`src/rtl/uart_pkg.sv`:
```
// Shared definitions for the UART transmit peripheral: register offsets,
// STATUS bit positions and the transmitter state encoding.
package uart_pkg;

    // Word offsets as decoded from address bits [3:2]
    localparam logic [1:0] OFF_TXDATA = 2'd0;
    localparam logic [1:0] OFF_STATUS = 2'd1;

    localparam int STAT_FULL     = 0;
    localparam int STAT_EMPTY    = 1;
    localparam int STAT_BUSY     = 2;
    localparam int STAT_OVERFLOW = 3;

    localparam int DATA_BITS = 8;

    typedef enum logic [1:0] {
        IDLE  = 2'd0,
        START = 2'd1,
        DATA  = 2'd2,
        STOP  = 2'd3
    } tx_state_t;

    function automatic logic [31:0] pack_status(
        input logic full,
        input logic empty,
        input logic busy,
        input logic overflow
    );
        logic [31:0] s;
        s                = '0;
        s[STAT_FULL]     = full;
        s[STAT_EMPTY]    = empty;
        s[STAT_BUSY]     = busy;
        s[STAT_OVERFLOW] = overflow;
        return s;
    endfunction

endpackage

```
`src/rtl/sync_fifo.sv`:
```
// Single-clock FIFO with wrap-bit pointers and a registered read port;
// rd_data is updated only on an accepted pop and holds until the next one.
module sync_fifo #(
    parameter int WIDTH = 8,
    parameter int DEPTH = 8
) (
    input  logic             clk,
    input  logic             rst_n,
    input  logic             push,
    input  logic [WIDTH-1:0] wr_data,
    input  logic             pop,
    output logic [WIDTH-1:0] rd_data,
    output logic             full,
    output logic             empty
);

    localparam int ADDR_W = $clog2(DEPTH);

    logic [WIDTH-1:0]  mem [DEPTH];
    logic [ADDR_W:0]   wr_ptr_reg;
    logic [ADDR_W:0]   rd_ptr_reg;
    logic [WIDTH-1:0]  rd_data_reg;
    logic              do_push;
    logic              do_pop;

    // Extra MSB distinguishes full from empty when the index bits match
    assign full    = (wr_ptr_reg[ADDR_W] != rd_ptr_reg[ADDR_W]) &&
                     (wr_ptr_reg[ADDR_W-1:0] == rd_ptr_reg[ADDR_W-1:0]);
    assign empty   = (wr_ptr_reg == rd_ptr_reg);
    assign do_push = push && !full;
    assign do_pop  = pop && !empty;
    assign rd_data = rd_data_reg;

    always_ff @(posedge clk or negedge rst_n) begin
        if (!rst_n) begin
            wr_ptr_reg <= '0;
            rd_ptr_reg <= '0;
        end else begin
            if (do_push) begin
                wr_ptr_reg <= wr_ptr_reg + 1'b1;
            end
            if (do_pop) begin
                rd_ptr_reg <= rd_ptr_reg + 1'b1;
            end
        end
    end

    always_ff @(posedge clk) begin
        if (do_push) begin
            mem[wr_ptr_reg[ADDR_W-1:0]] <= wr_data;
        end
        if (do_pop) begin
            rd_data_reg <= mem[rd_ptr_reg[ADDR_W-1:0]];
        end
    end

endmodule

```
`src/rtl/uart_tx_periph.sv`:
```
// Memory-mapped UART transmitter: TXDATA writes queue bytes into a FIFO,
// the serialiser sends 8N1 frames, STATUS reports queue and line state.
module uart_tx_periph
    import uart_pkg::*;
#(
    parameter int CLK_DIV    = 868,
    parameter int FIFO_DEPTH = 8
) (
    input  logic        clk,
    input  logic        rst_n,
    input  logic        w_avalid,
    output logic        w_aready,
    input  logic [31:0] w_addr,
    input  logic [31:0] w_data,
    output logic        w_bvalid,
    input  logic        w_bready,
    input  logic        r_avalid,
    output logic        r_aready,
    input  logic [31:0] r_addr,
    output logic        r_dvalid,
    output logic [31:0] r_data,
    input  logic        r_dready,
    output logic        txd
);

    localparam int                BAUD_W    = (CLK_DIV > 1) ? $clog2(CLK_DIV) : 1;
    localparam logic [BAUD_W-1:0] BAUD_LAST = BAUD_W'(CLK_DIV - 1);
    localparam logic [2:0]        BIT_LAST  = 3'(DATA_BITS - 1);

    logic                  w_bvalid_reg;
    logic                  r_dvalid_reg;
    logic [31:0]           r_data_reg;
    logic                  overflow_reg;

    tx_state_t             state_reg;
    logic [BAUD_W-1:0]     baud_cnt_reg;
    logic [2:0]            bit_cnt_reg;
    logic [DATA_BITS-1:0]  shift_reg;
    logic                  txd_reg;

    logic                  w_fire;
    logic                  r_fire;
    logic                  wr_txdata;
    logic                  rd_status;
    logic                  fifo_push;
    logic                  fifo_pop;
    logic                  fifo_full;
    logic                  fifo_empty;
    logic [DATA_BITS-1:0]  fifo_rd_data;
    logic                  busy;
    logic                  baud_done;
    logic [31:0]           status_word;
    logic                  unused_bits;

    assign w_aready = !w_bvalid_reg;
    assign w_bvalid = w_bvalid_reg;
    assign r_aready = !r_dvalid_reg;
    assign r_dvalid = r_dvalid_reg;
    assign r_data   = r_data_reg;
    assign txd      = txd_reg;

    assign w_fire    = w_avalid && w_aready;
    assign r_fire    = r_avalid && r_aready;
    assign wr_txdata = w_fire && (w_addr[3:2] == OFF_TXDATA);
    assign rd_status = r_fire && (r_addr[3:2] == OFF_STATUS);

    // Full is the pre-pop value, so a write racing a pop on a full FIFO is dropped
    assign fifo_push = wr_txdata && !fifo_full;
    assign fifo_pop  = (state_reg == IDLE) && !fifo_empty;

    assign busy        = (state_reg != IDLE);
    assign baud_done   = (baud_cnt_reg == BAUD_LAST);
    assign status_word = pack_status(fifo_full, fifo_empty, busy, overflow_reg);

    assign unused_bits = ^{w_addr[31:4], w_addr[1:0], w_data[31:8],
                           r_addr[31:4], r_addr[1:0]};

    sync_fifo #(
        .WIDTH (DATA_BITS),
        .DEPTH (FIFO_DEPTH)
    ) u_fifo (
        .clk     (clk),
        .rst_n   (rst_n),
        .push    (fifo_push),
        .wr_data (w_data[DATA_BITS-1:0]),
        .pop     (fifo_pop),
        .rd_data (fifo_rd_data),
        .full    (fifo_full),
        .empty   (fifo_empty)
    );

    always_ff @(posedge clk or negedge rst_n) begin
        if (!rst_n) begin
            w_bvalid_reg <= 1'b0;
        end else if (w_fire) begin
            w_bvalid_reg <= 1'b1;
        end else if (w_bready) begin
            w_bvalid_reg <= 1'b0;
        end
    end

    always_ff @(posedge clk or negedge rst_n) begin
        if (!rst_n) begin
            r_dvalid_reg <= 1'b0;
            r_data_reg   <= '0;
        end else if (r_fire) begin
            r_dvalid_reg <= 1'b1;
            r_data_reg   <= (r_addr[3:2] == OFF_STATUS) ? status_word : '0;
        end else if (r_dready) begin
            r_dvalid_reg <= 1'b0;
        end
    end

    // A dropped write in the same cycle as a STATUS read leaves overflow set
    always_ff @(posedge clk or negedge rst_n) begin
        if (!rst_n) begin
            overflow_reg <= 1'b0;
        end else if (wr_txdata && fifo_full) begin
            overflow_reg <= 1'b1;
        end else if (rd_status) begin
            overflow_reg <= 1'b0;
        end
    end

    // Popped byte lands in fifo_rd_data during START and is latched on DATA entry
    always_ff @(posedge clk or negedge rst_n) begin
        if (!rst_n) begin
            state_reg    <= IDLE;
            baud_cnt_reg <= '0;
            bit_cnt_reg  <= '0;
            shift_reg    <= '0;
            txd_reg      <= 1'b1;
        end else begin
            case (state_reg)
                IDLE: begin
                    baud_cnt_reg <= '0;
                    bit_cnt_reg  <= '0;
                    txd_reg      <= 1'b1;
                    if (!fifo_empty) begin
                        state_reg <= START;
                        txd_reg   <= 1'b0;
                    end
                end
                START: begin
                    if (baud_done) begin
                        baud_cnt_reg <= '0;
                        state_reg    <= DATA;
                        shift_reg    <= fifo_rd_data;
                        txd_reg      <= fifo_rd_data[0];
                    end else begin
                        baud_cnt_reg <= baud_cnt_reg + 1'b1;
                    end
                end
                DATA: begin
                    if (baud_done) begin
                        baud_cnt_reg <= '0;
                        if (bit_cnt_reg == BIT_LAST) begin
                            state_reg <= STOP;
                            txd_reg   <= 1'b1;
                        end else begin
                            bit_cnt_reg <= bit_cnt_reg + 1'b1;
                            shift_reg   <= shift_reg >> 1;
                            txd_reg     <= shift_reg[1];
                        end
                    end else begin
                        baud_cnt_reg <= baud_cnt_reg + 1'b1;
                    end
                end
                STOP: begin
                    if (baud_done) begin
                        baud_cnt_reg <= '0;
                        state_reg    <= IDLE;
                    end else begin
                        baud_cnt_reg <= baud_cnt_reg + 1'b1;
                    end
                end
                default: begin
                    state_reg <= IDLE;
                    txd_reg   <= 1'b1;
                end
            endcase
        end
    end

endmodule
```
`config.mk`:
```
export PLATFORM = sky130hd
export DESIGN_NAME = uart_tx_periph
export DESIGN_NICKNAME = d
export VERILOG_FILES = /design/src/rtl/uart_pkg.sv /design/src/rtl/sync_fifo.sv /design/src/rtl/uart_tx_periph.sv
export SDC_FILE = /design/constraint.sdc
export NUM_CORES = 1
export LEC_CHECK = 0
export ABC_AREA = 1
export CAP_MARGIN = 20
export CELL_PAD_IN_SITES_DETAIL_PLACEMENT = 1
export CELL_PAD_IN_SITES_GLOBAL_PLACEMENT = 2
export CORE_MARGIN = 5
export CORE_UTILIZATION = 30
export CTS_CLUSTER_SIZE = 25
export DETAILED_ROUTE_END_ITERATION = 7
export PLACE_DENSITY_LB_ADDON = 0.1
export SYNTH_ARGS = -nofsm -noshare
export SYNTH_HDL_FRONTEND = slang
export SYNTH_SLANG_ARGS = --single-unit
```
`constraint.sdc`:
```
create_clock -name clk -period 2 [get_ports clk]
set_clock_uncertainty 0.05 [all_clocks]
set_input_delay 0.3 -clock clk [delete_from_list [all_inputs] [get_ports clk]]
set_output_delay 0.3 -clock clk [all_outputs]
set_load 0.02 [all_outputs]
```
==> impl_metrics.tcl, run 1 <==
set metrics [dict create \
    cts.path.max_buffers 2 \
    crit_path_top_delay_cell "clkdlybuf4s50_1" \
    drive_gt1_share_pct 14.4 \
    wl_um 11200 \
    post-route-drc-count 0 \
    h-tree-depth 3 \
    largest_reg_flops 64 \
    diodes 0 \
    fmax_ghz 0.546 \
    async_reset_ff_share_pct 34.5 \
    cts_root_buffer "clkbuf_16" \
    drtPass1Iterations 4 \
    io_buffers 26 \
    cp_max_fo 2 \
    synth_edf_count 72 \
    status "finished with violations" \
    rows 47 \
    crit_family "buffers and inverters" \
    gp_congestion 0.711 \
    core_area_um2 16500 \
    ys_types 34 \
    final_antenna_net_count 0 \
    overflow 0 \
    peakVddDrop_mv 0.536 \
    drv_cap 0 \
    syn_area_um2 5020 \
    worstPathArrival_ns 1.48 \
    yosys-top-cells-count "98 x nand2_1, 72 x edfxtp_1, 62 x nor2_1" \
    grt_pass1_wl_um 18700 \
    ys_warn_count 0 \
    via_count 3283 \
    holdWs_ns -0.0176 \
    first_global_vias 3553 \
    hold_viol 30 \
    synth_most_common_cell "nand2_1" \
    syn_avg_cell_area_um2 10.7 \
    vias_per_cell 4.40 \
    p_total_uw 7820 \
    rsz0062_at_grt "no" \
    cts.clk_slew.worst_paths_ns 0.07 \
    numCtsBuffers 9 \
    dp_slack_ns -0.0958 \
    synth_area_leaders "edfxtp_1 43%, dfrtp_1 18%, nand2_1 7.3%" \
    slew_viol_final 0 \
    cp_cell_sequence "clkdlybuf4s50_1" \
    nNetsFinal 634 \
    antenna_found_initial 0 \
    routedWlPerCell_um 15.0 \
    start_util_pct 30.4 \
    post-cts-setup-buffers 0 \
    leakagePower_uw 0.00240 \
    cp_data_required_time_ns 1.65 \
    period_share_pct 91.6 \
    cp-end-kind "output pin" \
    crit_buf_inv 1 \
    syn_inst 471 \
    max_stage_delay_ns 0.60 \
    drt_iter0_markers 67 \
    yosysTopAreaCell "edfxtp_1" \
    grt_max_degree 35 \
    startpoint_type "flop" \
    clock_latency_ns 0.36 \
    cts_tree "built" \
    slew_headroom_pct 47.0 \
    grt_usage_pct 12.3 \
    dp_hpwl_um 7890 \
    hold_class "in2async" \
    cts_hold_buf 0 \
    post_cts_resized 0 \
    ios 139 \
    crit_type "reg2out" \
    finalCriticalPeriod_ns 1.83 \
    finalSetupViolCount 0 \
    yosysTopAreaCellShare_pct 43.1 \
    die_h_um 139 \
    tightest_slew_ns 0.795 \
    die-area_um2 19400 \
    ys_seq_area_share_pct 62.1 \
    p_per_area_nw_per_um2 1330 \
    violations "negative hold slack" \
    ys_ff_latch 110 \
    cts_sinks 110 \
    layout_setup_ws_ns 0.168 \
    area_growth_pct 17.3 \
    die_x_um 139 \
    synth_ff_type "edfxtp_1" \
]
==> path summary, 6_finish.rpt <==
check	start	slack [ns]	end	cells after the start
min reg2reg	baud_cnt_reg[0]	0.42	baud_cnt_reg[0]	1
min in group clk	baud_cnt_reg[0]	0.42	baud_cnt_reg[0]	1
max in group asynchronous	rst_n	1.31	shift_reg[6]	2
min	rst_n	-0.02	baud_cnt_reg[5]	1
max	txd	0.17	txd	1
max reg2reg	u_fifo.wr_ptr_reg[0]	0.22	u_fifo.mem[2][7]	10
==> routing by layer <==
metal | track usage, % | vias up | wire, um
li1 | - | 1627 | -
met1 | 14.5 | 1607 | 4870
met2 | 22.0 | 39 | 5840
met3 | 3.43 | 10 | 304
met4 | 3.30 | 0 | 136
met5 | 0 | - | 0
==> cell families after synthesis <==
logic type | count (synthesis) | share of synthesized area [%]
adders and majority gates | 11 | 2.74
buffers and inverters | 70 | 8.15
DFF | 110 | 62.1
xor gates and xnor gates | 6 | 1.05
other | 1 | 0.0747
and+or+nand+nor | 194 | 16.4
AOI/OAI and AO/OA | 73 | 8.33
muxes | 6 | 1.20
==> cell type report <==
cell class	count	area (um2)
well taps	220	275
flip-flops and latches	110	3120
repair buffers	53	458
multi-input cells	318	1600
fillers	1831	10600
clock buffers	9	225
inverters	29	119
clock inverters	7	96.3
==> through the flow <==
step                      area (um2)  util (%)  hold WS (ns)  TNS, ns  cells
after CTS                       5880      35.6       0.00370        0    746
after global placement          5560      33.7         0.387    -2.13    730
after floorplan                 5120         -       -0.0456    -5.77    498
after detailed placement        5560      33.7         0.402    -2.31    730
after global routing            5880      35.6        0.0437        0    746
final                           5880      35.6       -0.0176        0    746
==> where the power goes <==
| part | switching (uW) | internal [uW] |
|---|---|---|
| sequential | 235 | 2860 |
| combinational | 1840 | 983 |
| clock | 893 | 1020 |
| total | 2960 | 4860 |
==> cells in the final DEF (no fill, tap or decap), types with 2 or more instances in the layout <==
cell and count:
a21oi_1 4, buf_4 27, clkbuf_16 9, clkdlybuf4s50_1 25
conb_1 28, dfrtp_1 36, edfxtp_1 72, ha_1 11
inv_1 22, inv_2 5, inv_8 5, mux2i_1 6
nand2_1 98, nand2_2 8, nand3_1 10, nand3_2 2
nand4_1 4, nor2_1 62, nor3b_1 4, o21ai_0 43
o21ai_2 8, o22ai_1 16, or2_2 2, xnor2_1 3
xor2_1 3
No activity file was read; power rests on OpenSTA's default activity.
==> inputs of run 2 (changes only) <==
--- a/config.mk
+++ b/config.mk
@@ -14,6 +14,7 @@
 export CTS_CLUSTER_SIZE = 25
 export DETAILED_ROUTE_END_ITERATION = 7
 export PLACE_DENSITY_LB_ADDON = 0.1
+export SKIP_LAST_GASP = 1
 export SYNTH_ARGS = -nofsm -noshare
 export SYNTH_HDL_FRONTEND = slang
 export SYNTH_SLANG_ARGS = --single-unit
==> results of run 2 <==
No change in the layout: final DEF, timing and power equal those of run 1.
